`config.mk`:
```
export PLATFORM = sky130hd
export DESIGN_NAME = write_port_demux
export DESIGN_NICKNAME = d
export VERILOG_FILES = /design/src/rtl/write_port_demux.sv
export SDC_FILE = /design/constraint.sdc
export NUM_CORES = 1
export LEC_CHECK = 0
export BUFFER_PORTS_ARGS = -buffer_cell sky130_fd_sc_hd__buf_4
export CORE_MARGIN = 1.5
export CORE_UTILIZATION = 54
export CTS_CLUSTER_DIAMETER = 40
export CTS_CLUSTER_SIZE = 25
export DETAILED_ROUTE_END_ITERATION = 8
export PLACE_DENSITY = 0.81
export SYNTH_ARGS = -nofsm -noshare
export SYNTH_HDL_FRONTEND = slang
export SYNTH_SLANG_ARGS = --single-unit
export TNS_END_PERCENT = 50
```
`constraint.sdc`:
```
create_clock -name clk -period 3.18 [get_ports clk]
set_input_delay 0.636 -clock clk [delete_from_list [all_inputs] [get_ports clk]]
set_output_delay 0.636 -clock clk [all_outputs]
set_load 0.005 [all_outputs]
```
`src/rtl/write_port_demux.sv`:
```
// Steers each accepted (addr, data) write-back to one of WIDTH destinations via a one-hot select, with a forwarding lookup.
// Latency: a write accepted at edge n is presented on out_* from edge n. Forwarding is combinational from stored entries.
// Backpressure: a 2-entry FIFO absorbs out_ready stalls. The registered in_ready drops only while both entries are occupied.
module write_port_demux #(
   parameter int WIDTH    = 32,
   parameter int DATA_W   = 64,
   parameter int ZERO_REG = 1
) (
   input  logic                     clk,
   input  logic                     reset_n,
   input  logic                     in_valid,
   output logic                     in_ready,
   input  logic [$clog2(WIDTH)-1:0] in_addr,
   input  logic [DATA_W-1:0]        in_data,
   output logic                     out_valid,
   input  logic                     out_ready,
   output logic [WIDTH-1:0]         out_sel,
   output logic [DATA_W-1:0]        out_data,
   input  logic [$clog2(WIDTH)-1:0] fwd_addr,
   output logic                     fwd_hit,
   output logic [DATA_W-1:0]        fwd_data
);

   localparam int AW = $clog2(WIDTH);
   localparam logic [AW-1:0] ZERO_ADDR = AW'(WIDTH - 1);

   // Two-entry storage. Occupancy is derived from count and rd_ptr, so no per-entry valid bits are needed.
   logic [AW-1:0]     addr_q [2];
   logic [DATA_W-1:0] data_q [2];
   logic              rd_ptr;
   logic              wr_ptr;
   logic              young_ptr;
   logic [1:0]        count;
   logic [1:0]        count_next;
   logic              in_ready_q;
   logic              accept;
   logic              enq;
   logic              deq;
   logic              zero_target;

   // A write to the hard-wired zero register completes its handshake but never occupies a slot.
   assign zero_target = (ZERO_REG != 0) && (in_addr == ZERO_ADDR);
   assign accept      = in_valid && in_ready_q;
   assign enq         = accept && !zero_target;
   assign deq         = out_valid && out_ready;
   assign in_ready    = in_ready_q;
   assign out_valid   = (count != 2'd0);
   assign out_data    = data_q[rd_ptr];
   assign young_ptr   = ~rd_ptr;

   // Occupancy after this edge. Enqueue and dequeue together leave the count unchanged.
   always_comb begin
      count_next = count;
      case ({enq, deq})
         2'b10:   count_next = count + 2'd1;
         2'b01:   count_next = count - 2'd1;
         default: count_next = count;
      endcase
   end

   // Decode the head destination. This is only ever a single bit, and it is cleared when nothing is pending.
   always_comb begin
      out_sel = '0;
      out_sel[addr_q[rd_ptr]] = out_valid;
   end

   // Forwarding lookup: check the head first, then let the younger entry override it so the newest data wins.
   always_comb begin
      fwd_hit  = 1'b0;
      fwd_data = '0;
      if ((count != 2'd0) && (addr_q[rd_ptr] == fwd_addr)) begin
         fwd_hit  = 1'b1;
         fwd_data = data_q[rd_ptr];
      end
      if ((count == 2'd2) && (addr_q[young_ptr] == fwd_addr)) begin
         fwd_hit  = 1'b1;
         fwd_data = data_q[young_ptr];
      end
   end

   // FIFO pointers, occupancy, entry storage and the registered in_ready.
   // in_ready is computed from next-state occupancy, so it is never a combinational function of out_ready.
   always_ff @(posedge clk or negedge reset_n) begin
      if (!reset_n) begin
         count      <= 2'd0;
         rd_ptr     <= 1'b0;
         wr_ptr     <= 1'b0;
         in_ready_q <= 1'b0;
         for (int i = 0; i < 2; i++) begin
            addr_q[i] <= '0;
            data_q[i] <= '0;
         end
      end else begin
         count      <= count_next;
         in_ready_q <= (count_next != 2'd2);
         if (enq) begin
            addr_q[wr_ptr] <= in_addr;
            data_q[wr_ptr] <= in_data;
            wr_ptr         <= ~wr_ptr;
         end
         if (deq) begin
            rd_ptr <= ~rd_ptr;
         end
      end
   end

endmodule

```
# Word-level counts from Yosys, hierarchy flattened
# Index checks and enable logic that the tools add are counted.
# word_totals
register_bits,143
output_inout_bits,163
inputBits,78
word_cells,63
# op_classes
n_addsub,2
bitwise,6
n_reduce_logical,9
n_eq_ne,7
magnitude_cmp,6
muxes,25
# op_table
op,n
$mux W64,9
$bwmux W128,1
$demux W64 S1,1
$mux W5,7
$and A32 B32 Y32,1
$bwmux W10,1
$eq A5 B5 Y1,2
$logic_and A1 B1 Y1,7
$ge A2 B2 Y1 const B,3
$lt A5 B6 Y1 const B,1
$not A1 Y2,3
$demux W1 S5,1
$demux W5 S1,1
$eq A5 B5 Y1 const B,1
$ge A5 B1 Y1 const B,1
$eq A2 B2 Y1 const B,2
$pmux W2 S2,1
$mux W1,3
$add A2 B1 Y2 const B,1
$eq A2 B1 Y1 const B,1
$lt A2 B1 Y1 const B,1
$ne A2 B2 Y1 const B,1
$not A1 Y1,2
$reduce_bool A2 Y1,1
other kinds (2),2

# Logic depth before layout (Yosys ltp)
# logic_depth
ltp_word,9
depth_mapped,9
mapped_depth_nobuf,8

# Worst setup path before layout
# OpenSTA, ideal clock, no wires.
# synth_timing
path_kind,reg2out
startpoint,reg rd_ptr
endpoint,out fwd_data[16]
t_arrival_ns,1.885
required_ns,2.544
path_buffers,3
setup_slack_ns,0.659
stages_incl_launch_ff,9
path_cell_list,dfrtp_1 buf_6 mux2_4 xnor2_2 nor4b_4 buf_4 buf_4 o2111ai_1 a32oi_1
# synth_via
elab_chain_cells,8
# synth_rtl
element,line,source
"start, declared",30,logic rd_ptr;
"start signal, assigned",102,rd_ptr <= ~rd_ptr;
$not A1 Y2 (not written as such) or $not A1 Y1 (tied branches),"71, 73, 49",
$mux W5 (not written as such) or $not A1 Y2 (tied branches),"71, 75, 77",
$mux W5 (on tied branches) (2 in a row),"71, 75",
$eq A5 B5 Y1 or $mux W5 (tied branches),"71, 75",
$logic_and A1 B1 Y1 or $eq A5 B5 Y1 (tied branches),"71, 75",
$mux W64 or $logic_and A1 B1 Y1 (tied branches),"71, 75",
$mux W64 (*),75,if ((count == 2'd2) && (addr_q[young_ptr] == fwd_addr)) begin
"end, declared",21,output logic [DATA_W-1:0] fwd_data
# Every way passes the cells marked *; elsewhere a longest branch is shown, timed or not. The select of a mux whose other input is x is not followed.

# Worst setup path in the final report
# layout_timing
startpoint,reg rd_ptr
endpoint,out fwd_data[28]
# Same word-level chain as after synthesis.

==> results.toml <==
[worst_setup_path]
startpoint_type = "register"
reg2reg_depth = 8
cp_data_arrival_time_ns = 2.89
worstSetupStartpoint = "rd_ptr$_DFFE_PN0P_"
timing.setup.critical_path_class = "register to output port"
timing.critical_path.fanout_max = 68
regToRegSetupSlack_ns = 0.79
crit-reg2reg-launch = "count[0]$_DFF_PN0_"
timing.critical_path.required_ns = 2.54
critical_path.endpoint_type = "output port"
reg2reg_capture_point = "in_ready$_DFF_PN0_"

[clock_network]
clk-insertion-delay-late_ns = 0.42
cts_made_buffers = 17
h-tree-depth = 4
cts.path.max_buffers = 2
clk_transition_reported_paths_ns = 0.06
cts_hold_buffers = 0
cts_tree = "built"
cts.root.buffer_cell = "clkbuf_16"
numClockSinks = 143

[timing]
layout_worst_path_cycle_share = 1.11
rsz0062_at_grt = "true"
finalSetupViolations = 65
worst_margin_slew_ns = 0.997
layout_min_cycle_time_ns = 3.53
timing.final.max_slew_violations = 0
worst_clock_skew_ns = 0.00470
relSlewSlack = 0.335
final_hold_viols = 0
maxClockFrequency_mhz = 283
postLayoutSetupSlackWorst_ns = -0.348

[layout]
area.growth.synth_to_final_pct = 41.1
final_common_cell = "buf_4"
area_occupied_by_multi_input_gates_um2 = 5830
post_route_cells_drive_above_1_share = 0.534
finalNetCount = 1209
antenna_cells_inserted = 0
finish.instance_area_um2 = 13400
fill_cells = 1026
layout_common_cells = "260 x buf_4, 194 x mux2_2, 142 x dfrtp_1"
area.sequential_um2 = 3580

[worst_hold_path]
worst_hold_path_type = "primary input to async pin"

[routing]
drc_violations_left = 0
route.met2.wl_um = 16600
highest_layer = "met4"
routed_wl_um = 34200
via_per_inst = 7.12
ant_nets = 0
drtIter0Drc = 1011
detailroute.via_count = 9727
post_drt_wl_per_cell_um = 25.0
routedLengthMet1_um = 12700
drt-pass1-iter-count = 5
routed-wl-met3_um = 3420

[floorplan]
die_height_um = 136
floorplan.die.width_um = 136
fp.coreArea_um2 = 17200
pin_count = 241
start_util = 0.551
design.die.area_um2 = 18400
num_rows = 48

[place]
detailed_place_hpwl_um = 17000
placed_area_um2 = 11400
count_of_buffers_inserted_at_the_top_level_ports = 240
globalplace.congestion = 0.797

[synth]
ys_seq_elements = 143
mappedNetlistArea_um2 = 9490
post_synth.cell_area_avg_um2 = 10.4
yosys_warnings = 0
netlist-cell-type-count = 42
synthesis.nets = 994
syn_inst = 915
synth-async-reset-ratio = 1.00
ys_dominant_reg_cell = "dfrtp_1"
synth_sequential_area_ratio = 0.377
synth_enable_flop_cells = 0

[global_routing]
grt_first_pass_wirelength_um = 46400
globalRouteTotalUtil = 0.320
grt_start_max_net_pins = 105
first_global_vias = 8786
grt_antenna_before_repair = 0
globalRoute.totalOverflow = 0

[pwr]
leakage_nw = 5.23
pwr_total_mw = 16.3
pwr_per_cell_area_nw_per_um2 = 1220
power.ir.vdd_worst_v = 0.000703

[job]
max_cap_viol_count = 0

[run_status]
run_status = "finished with violations"
failed_checks = "setup timing"
## where the power goes
part           switching (mW)  leakage [nW]  internal (mW)
Combinational            5.27          3.25           5.07
Sequential               1.11          1.68           2.77
Clock                   0.783         0.301           1.31
## per-layer routing
layer,vias up,GRT usage
li1,4140,-
met1,4768,0.412
met2,655,0.510
met3,164,0.0707
met4,0,0.154
met5,-,0
## synth_stat cells, types with 8 or more instances
| master | number | area share |
|---|---|---|
| mux2_2 | 194 | 0.23 |
| dfrtp_1 | 143 | 0.38 |
| o2111ai_1 | 114 | 0.11 |
| a31oi_1 | 79 | 0.052 |
| clkbuf_1 | 66 | 0.026 |
| nand3_1 | 46 | 0.024 |
| buf_2 | 42 | 0.022 |
| nor2_1 | 38 | 0.015 |
| a32oi_1 | 36 | 0.033 |
| nand2_1 | 35 | 0.014 |
| a22oi_1 | 22 | 0.017 |
| nor3_1 | 14 | 0.0074 |
| nand4_1 | 13 | 0.0086 |
| mux2i_1 | 8 | 0.0084 |
## layout make-up
class                      count  share of cell area
clock buffer                  21              0.0359
clock inverter                10              0.0100
inverter                       6             0.00168
multi-input combinational    646               0.435
sequential                   143               0.267
tap                          225              0.0210
timing repair buffer         316               0.229
## state kept, by name, summed over array words and instances, names as in the netlist
signal and cells:
data_q 128, in_ready 1, addr_q 10, rd_ptr 1, wr_ptr 1, count 2
## cells by family after synthesis
group | Yosys count | share of synthesized area
fa+ha+maj | 1 | 0.00132
buf+inv | 126 | 0.0605
flops | 143 | 0.377
simple gates | 158 | 0.0804
xor+xnor | 15 | 0.0154
mux | 205 | 0.245
compound gates | 267 | 0.220
## stage by stage
step / cells / TNS [ns] / setup slack [ns] / hold WS (ns) / util
3_3_place_gp: 1287 / 0 / 0.152 / 0.518 / 0.663
5_1_grt: 1367 / -23.20 / -0.408 / 0.417 / 0.777
4_1_cts: 1343 / -8.08 / -0.167 / 0.388 / 0.725
3_5_place_dp: 1287 / 0 / 0.127 / 0.527 / 0.663
6_report: 1367 / -18.06 / -0.348 / 0.334 / 0.777
2_1_floorplan: 915 / 0 / 0.659 / 0.340 / -
## repair_timing
| item | 4_1_cts | 5_1_grt |
|---|---|---|
| setup buffers | 18 | 8 |
| pin swaps | 52 | 40 |
| endpoints found under the setup margin | 83 | 81 |
| resized for setup | 22 | 74 |
| hold endpoints to repair | 0 | 0 |
| cloned | 7 | 18 |
## critical path, stage by stage, from the launching register on
cell and delay (ns):
dfrtp_4 0.55, buf_6 0.17, mux2i_1 0.25, xnor2_2 0.14, or3b_4 0.43, buf_12 0.21
o2111ai_1 0.35, a22oi_2 0.16, buf_4 0.15
## worst max-delay path by stage
stage | end | cells after the start | slack [ns]
floorplan | fwd_data[16] | 8 | 0.66
global placement | fwd_data[0] | 7 | 0.15
detailed placement | fwd_data[28] | 7 | 0.13
CTS | fwd_data[61] | 10 | -0.17
global route | fwd_data[8] | 10 | -0.41
finish | fwd_data[28] | 8 | -0.35
Note: power is estimated with default switching activity, not from simulation.
